### src/rtl/hazard_stall_unit.sv
// Hazard detection and pipeline-freeze controller beside the ID stage.
// Stalls when forwarding cannot supply an operand; freezes all stages during multi-cycle SRAM accesses.
module hazard_stall_unit #(
   parameter int MEM_TIMEOUT = 64,
   parameter int CNT_W       = 16
) (
   input  logic             clk,
   input  logic             rst,
   input  logic             forward_en,
   input  logic [4:0]       ID_src1,
   input  logic [4:0]       ID_src2,
   input  logic             ID_Is_Imm,
   input  logic             ID_MEM_W_En,
   input  logic [1:0]       ID_BR_Type,
   input  logic [4:0]       EXE_dest,
   input  logic             EXE_WB_En,
   input  logic             EXE_MEM_R_En,
   input  logic [4:0]       MEM_dest,
   input  logic             MEM_WB_En,
   input  logic             mem_start,
   input  logic             sram_ready,
   output logic             stall_if_id,
   output logic             bubble_exe,
   output logic             freeze_all,
   output logic             mem_error,
   output logic [CNT_W-1:0] stall_cnt,
   output logic [CNT_W-1:0] freeze_cnt
);

   localparam int TW = (MEM_TIMEOUT > 1) ? $clog2(MEM_TIMEOUT) : 1;
   localparam logic [TW-1:0] TIMER_LAST = TW'(MEM_TIMEOUT - 1);

   typedef enum logic {RUN, MEM_WAIT} state_t;

   state_t          state, stateNext;
   logic [TW-1:0]   timer, timerNext;
   logic            setError;
   logic            freezeRaw;
   logic            src1Used, src2Used;
   logic            exeHit, memHit, hazard;

   always_comb begin
      src1Used = (ID_BR_Type != 2'b11);
      src2Used = ~ID_Is_Imm | ID_MEM_W_En | (ID_BR_Type == 2'b10);
      exeHit   = EXE_WB_En && (EXE_dest != 5'd0) &&
                 ((src1Used && (ID_src1 == EXE_dest)) || (src2Used && (ID_src2 == EXE_dest)));
      memHit   = MEM_WB_En && (MEM_dest != 5'd0) &&
                 ((src1Used && (ID_src1 == MEM_dest)) || (src2Used && (ID_src2 == MEM_dest)));
      hazard   = forward_en ? (exeHit && EXE_MEM_R_En) : (exeHit || memHit);
   end

   always_comb begin
      stateNext = state;
      timerNext = timer;
      setError  = 1'b0;
      freezeRaw = 1'b0;
      case (state)
         RUN: begin
            if (mem_start && !sram_ready) begin
               stateNext = MEM_WAIT;
               timerNext = '0;
               freezeRaw = 1'b1;
            end
         end
         MEM_WAIT: begin
            if (sram_ready) begin
               stateNext = RUN;
            end else begin
               freezeRaw = 1'b1;
               if (timer == TIMER_LAST) begin
                  stateNext = RUN;
                  setError  = 1'b1;
               end else begin
                  timerNext = timer + TW'(1);
               end
            end
         end
         default: stateNext = RUN;
      endcase
   end

   // Reset masks the combinational controls so no stall or freeze leaks out while rst is held.
   always_comb begin
      freeze_all  = freezeRaw & ~rst;
      stall_if_id = hazard & ~freezeRaw & ~rst;
      bubble_exe  = stall_if_id;
   end

   always_ff @(posedge clk) begin
      if (rst) begin
         state      <= RUN;
         timer      <= '0;
         mem_error  <= 1'b0;
         stall_cnt  <= '0;
         freeze_cnt <= '0;
      end else begin
         state <= stateNext;
         timer <= timerNext;
         if (setError)
            mem_error <= 1'b1;
         if (stall_if_id && (stall_cnt != '1))
            stall_cnt <= stall_cnt + CNT_W'(1);
         if (freeze_all && (freeze_cnt != '1))
            freeze_cnt <= freeze_cnt + CNT_W'(1);
      end
   end

endmodule

### config.mk
export PLATFORM = sky130hd
export DESIGN_NAME = hazard_stall_unit
export DESIGN_NICKNAME = d
export VERILOG_FILES = /design/src/rtl/hazard_stall_unit.sv
export SDC_FILE = /design/constraint.sdc
export NUM_CORES = 1
export LEC_CHECK = 0
export BUFFER_PORTS_ARGS = -buffer_cell sky130_fd_sc_hd__buf_4
export CORE_ASPECT_RATIO = 0.9
export CORE_MARGIN = 10
export CORE_UTILIZATION = 50
export DETAILED_ROUTE_END_ITERATION = 6
export GPL_TIMING_DRIVEN = 1
export PLACE_DENSITY = 0.79
export SYNTH_ARGS = -nofsm -noshare
export SYNTH_HDL_FRONTEND = slang
export SYNTH_SLANG_ARGS = --single-unit
### constraint.sdc
create_clock -name clk -period 3.3 [get_ports clk]
set_clock_uncertainty 0.15 [all_clocks]
set_input_delay 0.66 -clock clk [delete_from_list [all_inputs] [get_ports clk]]
set_output_delay 0.66 -clock clk [all_outputs]
set_load 0.02 [all_outputs]
==> results.txt <==
GRT Total Usage - 0.150
#FFs+latches synth - 40
First-pass DRT Iterations - 4
CP arrival - 2.08 ns
Most common cell after layout, fill and taps aside - buf_4
Worst-path clk slew - 0.08 ns
Ranking of synthesized cells by area - dfxtp_1 37%, xor2_1 14%, nor2_1 6.3%, nand3_1 3.7%, a21oi_1 3.5%
Vias per cell - 5.44
Final min period - 2.89 ns
Worst setup EP type - output pin
Nets - 358
Post-Place Cell Area - 0.00268 mm^2
First-pass GRT wire length - 8870 um
Synth top area share - 0.374
DRT antenna net count - 0
Synth-to-Final Area Change - 30.1%
CTS root buf - clkbuf_8
Mapped Cells - 255
R2R Setup Slk - 1.00 ns
Slew @ Worst Pin - 0.536 ns
Critical Path RT - 2.49 ns
Detailed-route via count - 2022
Die height - 82.1 um
Synthesis Warnings - 0
Max cap viols - 0
Cell variety after synth - 42
Hold-fix buffer count after cts - 0
Cts repair resizes - 0
Worst path slowest cell - or4_1
Worst R2R End - stall_cnt[14]
Final setup violation count - 0
Final hold viol count - 0
Pins Over Slew Limit - 0
Max FO, Critical Path - 8
Cell mode on critical path - buf_4
FF-to-FF path depth - 6
Initial antenna violation count - 0
Status - completed
CTS tree - yes
Setup tns final - 0 ns
Pleak - 0.00113 uW
Kind of critical path - input port to output pin
Ys async rst share - 0
CP max stage delay - 0.53 ns
DRC Markers - 0
Largest net degree at the start of global routing - 40
Core footprint - 0.00410 mm^2
Register area share after synthesis - 0.374
CTS Buf Count - 5
RSZ-0062 raised after global routing - no
Final Core Density - 0.678
Iter 0 DRT Violations - 91
Initial Util - 0.522
CTS Buffer Depth - 2
Clock sink total - 40
Total power draw - 986 uW
Worst-Skew Late Latency - 0.29 ns
Die X - 89.0 um
Dominant cell type by area after synthesis - dfxtp_1
CTS H-tree depth - 2
Hpwl dp - 4080 um
# diodes - 0
Grt total ovfl - 0
Post-Syn Nets - 290
DP Worst Slack - 0.399 ns
Fraction of layout cells with a size suffix above 1 - 0.250
Main synth FF type - dfxtp_1
Die ar. - 0.00730 mm^2
Setup crit start - EXE_dest[1]
Cell area after layout - 0.00278 mm^2
Final worst setup slack - 0.405 ns
Wire per inst - 14.2 um
Hold Crit Class - register to register
Max Clock Freq - 0.345 GHz
CP endpoint - bubble_exe
Synth Area per Inst - 8.39 um^2
Final Cycle Share - 0.877
Number of global-route vias before repair - 1935
Startpoint types - input port
Final WL - 5270 um
Commonest non-fill, non-tap cells in the layout - 67 x buf_4, 40 x dfxtp_1, 36 x nor2_1
Slew Limit Headroom - 0.640
Crit-path cells - buf_4 > or4_1 > o221ai_1 > o22ai_4 > and2_1 > buf_4
Mapped Area - 0.00214 mm^2
IO Pins - 68
Worst r2r src - stall_cnt[0]
Power per standard cell area - 354 mW/mm^2
GP Congestion - 0.802
Row cnt - 22
Port bufs - 67
EDFF count, synth - 0
Max VDD drop - 0.290 mV
Post-CTS Repair Setup Buffers - 0
## power by group
| part | internal, uW | switching, uW |
|---|---|---|
| clock | 224 | 169 |
| sequential | 486 | 4.20 |
| combinational | 50.2 | 52.6 |
## critical path: cells and delay by family
family                 cells  cell delay (ns)
AO/OA/AOI/OAI              2             0.44
AND/OR/NAND/NOR            2             0.71
buffers and inverters      2             0.27
## per-layer routing
metal  up-vias  wire (um)  GRT usage
li1       1044          -          -
met1       930       2400      0.179
met2        41       2470      0.247
met3         7        338     0.0514
met4         0         64     0.0524
met5         -          0          0
## stage by stage
stage / instances / hold WS (ns)
6_report: 372 / 0.338
5_1_grt: 372 / 0.367
4_1_cts: 372 / 0.342
3_5_place_dp: 364 / 0.320
3_3_place_gp: 364 / 0.304
2_1_floorplan: 255 / 0.309
## cell type report
type	instances	area, um^2
well taps	48	60.1
fillers	366	1320
flip-flops and latches	40	801
inverters	5	18.8
repair buffers	67	503
clock inverters	2	35.0
clock buffers	6	72.6
multi-input cells	204	1290
## kinds of logic after synthesis
logic type,Yosys count,share of synthesized area
AND/OR/NAND/NOR,119,0.291
XOR/XNOR,40,0.164
flip-flops,40,0.374
AO/OA/AOI/OAI,39,0.117
buffers and inverters,11,0.0216
multiplexers,3,0.0146
adder cells (fa/ha/maj),3,0.0175
## sequential cells by signal, summed over array words and instances, names as in the netlist
| name | flops |
|---|---|
| freeze_cnt | 16 |
| stall_cnt | 16 |
| timer | 6 |
| mem_error | 1 |
| state | 1 |
## synth_stat cells, types with 2 or more instances
| cell | number |
|---|---|
| nand3_1 | 16 |
| nand4_1 | 11 |
| a22oi_1 | 2 |
| and4_1 | 2 |
| inv_1 | 5 |
| nor3_1 | 5 |
| dfxtp_1 | 40 |
| o31ai_1 | 4 |
| mux2i_1 | 2 |
| and3_1 | 4 |
| xor2_1 | 35 |
| and2_1 | 2 |
| or2_2 | 2 |
| nor4_1 | 7 |
| or4_1 | 6 |
| o21ai_0 | 8 |
| o31a_1 | 2 |
| ha_1 | 3 |
| clkbuf_1 | 3 |
| xnor2_1 | 5 |
| nor2_1 | 36 |
| nor2b_1 | 3 |
| a21oi_1 | 15 |
| or3_1 | 5 |
| nand3b_1 | 2 |
| nand2_1 | 14 |
## worst min-delay path by stage
stage	cells past startpoint	slack, ns	start	endpoint
2_1_floorplan	2	0.31	timer[5]	timer[5]
3_3_place_gp	2	0.30	mem_error	mem_error
3_5_place_dp	2	0.32	mem_error	mem_error
4_1_cts	2	0.34	mem_error	mem_error
5_1_grt	2	0.37	stall_cnt[8]	stall_cnt[8]
6_report	2	0.34	mem_error	mem_error
Power figures use the tool's default switching activity.
